### config.mk
export PLATFORM = sky130hd
export DESIGN_NAME = mult_div_unit
export DESIGN_NICKNAME = d
export VERILOG_FILES = /design/src/rtl/mdu_pkg.sv /design/src/rtl/mdu_datapath.sv /design/src/rtl/mult_div_unit.sv
export SDC_FILE = /design/constraint.sdc
export NUM_CORES = 1
export LEC_CHECK = 0
export CAP_MARGIN = 15
export CORE_MARGIN = 1
export CORE_UTILIZATION = 58
export DETAILED_ROUTE_END_ITERATION = 10
export PLACE_DENSITY = 0.87
export SYNTH_ARGS = -nofsm -noshare
export SYNTH_HDL_FRONTEND = slang
export SYNTH_SLANG_ARGS = --single-unit
### constraint.sdc
create_clock -name clk -period 6.1 [get_ports clk]
set_clock_uncertainty 0.15 [all_clocks]
set_input_delay 1.525 -clock clk [delete_from_list [all_inputs] [get_ports clk]]
set_output_delay 1.525 -clock clk [all_outputs]
set_load 0.02 [all_outputs]
### src/rtl/mdu_pkg.sv
// Shared encodings for the iterative multiply/divide unit.
// Imported by the FSM top and the combinational iteration step.
package mdu_pkg;

  typedef enum logic {
    MDU_MULTU = 1'b0,
    MDU_DIVU  = 1'b1
  } mdu_op_e;

  typedef enum logic [1:0] {
    S_IDLE = 2'd0,
    S_RUN  = 2'd1,
    S_DONE = 2'd2
  } mdu_state_e;

  localparam int MDU_WIDTH = 8;

  function automatic int mdu_cnt_w(input int w);
    return (w > 2) ? $clog2(w) : 1;
  endfunction

  localparam int MDU_CNT_W = mdu_cnt_w(MDU_WIDTH);

endpackage

### src/rtl/mdu_datapath.sv
// One iteration of shift-add multiply or restoring divide.
// Purely combinational; the caller owns every register.
module mdu_datapath
  import mdu_pkg::*;
#(
  parameter int WIDTH = 8
) (
  input  mdu_op_e          op,
  input  logic [WIDTH-1:0] hi_w,
  input  logic [WIDTH-1:0] lo_w,
  input  logic [WIDTH-1:0] arg,
  output logic [WIDTH-1:0] hi_nx,
  output logic [WIDTH-1:0] lo_nx
);

  logic [WIDTH:0] sum;
  logic [WIDTH:0] shifted;
  logic           ge;

  // MULTU: lo_w holds the multiplier, consumed LSB first.
  // DIVU: lo_w holds the dividend, refilled with quotient bits.
  always_comb begin
    sum     = {1'b0, hi_w} + {1'b0, (lo_w[0] ? arg : '0)};
    shifted = {hi_w, lo_w[WIDTH-1]};
    ge      = (shifted >= {1'b0, arg});
    hi_nx   = sum[WIDTH:1];
    lo_nx   = {sum[0], lo_w[WIDTH-1:1]};
    if (op == MDU_DIVU) begin
      hi_nx = ge ? WIDTH'(shifted - {1'b0, arg})
                 : shifted[WIDTH-1:0];
      lo_nx = {lo_w[WIDTH-2:0], ge};
    end
  end

endmodule

### src/rtl/mult_div_unit.sv
// Iterative unsigned MULTU/DIVU with HI/LO and MFHI/MFLO readback.
// start/busy/done lets the controller stall while an operation runs.
module mult_div_unit
  import mdu_pkg::*;
#(
  parameter int WIDTH = MDU_WIDTH
) (
  input  logic             clk,
  input  logic             rst_n,
  input  logic             start,
  input  logic             op,
  input  logic [WIDTH-1:0] operand_a,
  input  logic [WIDTH-1:0] operand_b,
  input  logic             hilo_sel,
  output logic             busy,
  output logic             done,
  output logic             div_by_zero,
  output logic [WIDTH-1:0] hi,
  output logic [WIDTH-1:0] lo,
  output logic [WIDTH-1:0] wb_data
);

  localparam int CNT_W = mdu_cnt_w(WIDTH);
  localparam logic [CNT_W-1:0] LAST = CNT_W'(WIDTH - 1);

  mdu_state_e       state;
  mdu_op_e          op_q;
  logic [WIDTH-1:0] arg_q;
  logic [WIDTH-1:0] hi_w;
  logic [WIDTH-1:0] lo_w;
  logic [WIDTH-1:0] hi_nx;
  logic [WIDTH-1:0] lo_nx;
  logic [CNT_W-1:0] cnt;

  mdu_datapath #(
    .WIDTH(WIDTH)
  ) u_dp (
    .op   (op_q),
    .hi_w (hi_w),
    .lo_w (lo_w),
    .arg  (arg_q),
    .hi_nx(hi_nx),
    .lo_nx(lo_nx)
  );

  assign wb_data = hilo_sel ? hi : lo;

  always_ff @(posedge clk) begin
    if (!rst_n) begin
      state       <= S_IDLE;
      op_q        <= MDU_MULTU;
      arg_q       <= '0;
      hi_w        <= '0;
      lo_w        <= '0;
      cnt         <= '0;
      busy        <= 1'b0;
      done        <= 1'b0;
      div_by_zero <= 1'b0;
      hi          <= '0;
      lo          <= '0;
    end else begin
      unique case (state)
        S_IDLE, S_DONE: begin
          done <= 1'b0;
          if (start) begin
            // arg_q: multiplicand for MULTU, divisor for DIVU
            op_q        <= mdu_op_e'(op);
            arg_q       <= op ? operand_b : operand_a;
            hi_w        <= '0;
            lo_w        <= op ? operand_a : operand_b;
            cnt         <= '0;
            busy        <= 1'b1;
            div_by_zero <= 1'b0;
            state       <= S_RUN;
          end else begin
            state <= S_IDLE;
          end
        end
        S_RUN: begin
          hi_w <= hi_nx;
          lo_w <= lo_nx;
          cnt  <= cnt + 1'b1;
          if (cnt == LAST) begin
            hi          <= hi_nx;
            lo          <= lo_nx;
            busy        <= 1'b0;
            done        <= 1'b1;
            div_by_zero <= (op_q == MDU_DIVU)
                           && (arg_q == '0);
            state       <= S_DONE;
          end
        end
        default: begin
          busy  <= 1'b0;
          done  <= 1'b0;
          state <= S_IDLE;
        end
      endcase
    end
  end

endmodule
Word-level counts from Yosys, hierarchy flattened
Cells that the tools add are included.
Word-level totals
  flip-flop bits (word level): 49
  latch bits: 0
  bits in writable memories: 0
  memory bits (read-only): 0
  bits of input ports: 21
  output and inout bits: 27
  word-level logic and storage cells: 53
  memories kept: 0
Operators by class
  $add $sub $neg: 3
  $mul: 0
  div/mod/pow operators: 0
  magnitude comparators: 1
  equal/unequal tests: 5
  shifts and indexed selects: 0
  muxes and demuxes: 22
  bitwise logic cells: 0
  reductions and logical operators: 11
Operators by type and width (count)
  $mux 8: 9
  $pmux 8 s2: 2
  $reduce_and 2->1: 5
  $add 8x8->9: 1
  $ge 9x8->1: 1
  $logic_not 8->1: 1
  $sub 8x8->8: 1
  $pmux 3 s2: 1
  $mux 1: 5
  $ne 2x2->1 const B: 2
  $pmux 1 s2: 2
  $pmux 2 s2: 1
  $add 3x1->3 const B: 1
  $eq 3x3->1 const B: 1
  $mux 3: 1
  $reduce_and 3->1: 1
  $eq 2x1->1 const B: 1
  $eq 2x2->1 const B: 1
  $logic_not 2->1: 1
  $mux 2: 1
  $reduce_bool 2->1: 1
  $reduce_or 2->1: 1
  $logic_and 1x1->1: 1

Longest topological paths before layout
  word-level depth: 4
  mapped depth: 10
  gate-level depth less buffers: 10

Modules after synthesis
Synthesis repeated with hierarchy kept, for this count alone.
Unflattened totals
  cell total of the unflattened synthesis: 350
  area, all modules: 3100.5 um2
By module, submodules not included
  mult_div_unit: times used 1, cells an instance 218, area an instance 2143.3 um2, sequential area each 980.9 um2
  mdu_datapath: times used 1, cells an instance 132, area an instance 957.2 um2, sequential area each 0.0 um2

Worst setup path before layout
OpenSTA, ideal clock, no wires.
  path type: input port to output port
  start point: in hilo_sel
  end point: out wb_data[0]
  data arrival time: 2.216 ns
  required time: 4.425 ns
  slack: 2.209 ns
  stages on the path: 2
  path through: clkbuf_1 mux2_2
Between the ends
  word-level cells in the longest chain between the ends: 1
RTL lines
  start, declared: line mult_div_unit.sv:14  | input logic hilo_sel,
  $mux 8: line mult_div_unit.sv:46  | assign wb_data = hilo_sel ? hi : lo;
  end, declared: line mult_div_unit.sv:20  | output logic [WIDTH-1:0] wb_data
Every way passes these cells.

Worst setup path after layout
  start point: in hilo_sel
  end point: out wb_data[6]
The elaborated chain is that of the path after synthesis.

==> impl_metrics.toml <==
[outcome]
status = "completed"

[logic_synthesis]
async_reset_ff_frac = 0
syn_area_sq_um = 3095
yosys.area_share.xor_xnor = 0.02264
synth_seq_cells = 49
synth_cell_types = 54
synthCells = 358
synth.top_cells.by_area = "dfxtp_1 (32%), ha_1 (7.3%), nor2_1 (6.2%), a211oi_1 (5.8%), mux2i_1 (5.5%)"
yosys.area_share.simple = 0.1754
synth_adder_area_share = 0.08569
synth_top_family_by_area = "compound AO/OA/AOI/OAI gates"
yosys_warnings = 0
yosysTopAreaCell = "dfxtp_1"
synth_edf_count = 0
synth.top_cell.area_share = 0.3169
post-synth-top-count-cell = "nor2_1"
seq_area_frac_synth = 0.3169
yosys-top-cells-count = "nor2_1 (51), dfxtp_1 (49), a211oi_1 (24), nand2_1 (22), o21ai_0 (21)"
syn_nets = 399
synth.avg_cell_area_sq_um = 8.647
synth-compound-area-share = 0.2555
synth_mux_area_frac = 0.1059
synthFlopType = "dfxtp_1"

[grt]
grt.total_usage = 0.3078
grt_first_pass_wirelength_mm = 12.79
antenna_found_initial = 0
overflow = 0
grt_max_degree = 30
gr-usage-met2 = 0.5375
gr-usage-met3 = 0.04284
met1_usage = 0.3891
grt_pass1_vias = 2664
grt.busiest_layer = "met2"

[clocking]
clk_root_buffer_cell = "clkbuf_8"
cts_buffers = 5
clk_latency_ns = 0.30
cts_resized = 0
cts_tree = "yes"
cts_buffer_depth = 2
cts.htree.levels = 2
ctsHoldBuffers = 0
cts.sink_count = 49
post_cts_buffers = 0
clk_pin_slew_ns = 0.09

[job]
cap_violations = 0

[sta]
drv_slew = 0
fin_tns_setup_ns = 0
tightestPinTransition_ns = 0.9414
hold_viol = 0
layout_setup_ws_ns = 1.278
relSlewSlack = 0.3717
fmax_ghz = 0.2074
grt_setup_unrepaired = "false"
finalCritPeriodShare = 0.7904
fin_crit_ns = 4.822
setup_viol = 0

[finish]
nets = 437
diodes = 0
multi_input_area_sq_um = 1997
drive_above_1_share = 0.09068
area_growth_pct = 19.56
fillerInstances = 410
seq_area_sq_um = 980.9

[floorplanning]
die_h_um = 75.06
die_x_um = 75.06
core_sq_um = 5107
design.die.area_sq_um = 5633
pin_count = 48
start_util = 0.6061
placement_rows = 26

[min_path]
hp-class = "reg -> reg"

[drt]
viasPerCell = 6.171
drcViolationCount = 0
drt-pass1-iter-count = 5
num_vias = 2882
antenna_left = 0
wl_per_cell_um = 17.51
wl_mm = 8.178
drtIter0Drc = 210

[setup_path]
path_class = "in -> out"
cp.arrival_ns = 3.15
end_kind = "primary output"
crit_fanout = 8
worstSetupStartpointType = "primary input"
worstPathRequired_ns = 4.43

[place]
pre_cts_slack_ns = 1.306
gp_congestion = 0.8824
dpl.hpwl_mm = 6.149
io_buffers = 47

[pwr]
powerDensity_nw_per_um2 = 208.8
leakage_nw = 1.463
peakVddDrop_uv = 158.6
-- registers in the layout, summed over array words and instances, names as in the netlist, 2 cells and up --
name   flops
arg_q      8
hi         8
hi_w       8
lo         8
lo_w       8
cnt        3
state      2
-- worst paths after layout --
kind	cells after the start	slack, ns	to	startpoint
worst max-delay path	3	1.28	wb_data[6]	hilo_sel
worst min-delay path	2	0.33	done	done
worst max register to register	9	3.26	hi[7]	lo_w[0]
worst min register to register	2	0.33	done	done
-- layer usage --
metal  vias up  wire length [um]
met3        12               402
li1       1399                 -
met5         -                 0
met2       104              4078
met4         0               142
met1      1367              3555
-- cell families (layout without fill, tap and decap cells) --
logic type | count (synthesis) | after routing
buf+inv | 29 | 68
fa+ha+maj | 20 | 20
flops | 49 | 49
simple gates | 114 | 114
compound gates | 107 | 107
xor+xnor | 8 | 8
mux | 31 | 31
-- area by class of cell --
class                      instances  area share
clock buffer                       5     0.01859
clock inverter                     3     0.01183
inverter                          12     0.01217
multi-input combinational        280      0.5396
sequential                        49      0.2650
tap                               70     0.02366
timing repair buffer              48      0.1291
-- stage by stage --
stage                 util  std cells  hold slack (ns)  total power [W]  instance area, sq um
floorplan                -        358           0.2965        0.0004869                  3095
global placement    0.7026        459           0.3072        0.0005325                  3588
detailed placement  0.7026        459           0.3167        0.0005389                  3588
global route        0.7246        467           0.3627        0.0008031                  3701
finish              0.7246        467           0.3278        0.0007729                  3701
CTS                 0.7246        467           0.3334        0.0007717                  3701
-- cell usage in the layout (no fill, tap or decap), drive strengths merged, types with 2 or more instances in the layout --
master / netlist / final
a211o: 3 / 3
and2: 13 / 13
and3: 3 / 3
a221oi: 12 / 12
nor2: 52 / 52
nand2b: 3 / 3
o31ai: 3 / 3
mux2i: 17 / 17
nor2b: 2 / 2
a31oi: 3 / 3
o211ai: 2 / 2
a21o: 7 / 7
mux2: 14 / 14
ha: 18 / 18
xor2: 2 / 2
clkdlybuf4s50: 0 / 47
a211oi: 25 / 25
clkbuf: 12 / 5
or3: 2 / 2
o221a: 2 / 2
a21oi: 15 / 15
nor3: 5 / 5
nor4: 2 / 2
a22o: 3 / 3
inv: 12 / 13
o21ai: 23 / 23
nand2: 22 / 22
o21bai: 2 / 2
xnor2: 6 / 6
fa: 2 / 2
nand3: 4 / 4
nor4b: 2 / 2
dfxtp: 49 / 49
-- report_power, final --
| part | total, W | internal, W | switching, W |
|---|---|---|---|
| registers | 0.000350 | 0.000333 | 0.0000171 |
| logic | 0.000187 | 0.0000801 | 0.000107 |
| clock network | 0.000236 | 0.000123 | 0.000113 |
-- worst max-delay path: stages --
cell and delay (ns):
clkdlybuf4s50_1 0.67, mux2_2 0.39, clkdlybuf4s50_1 0.55
Note: power is estimated with default switching activity, not from simulation.
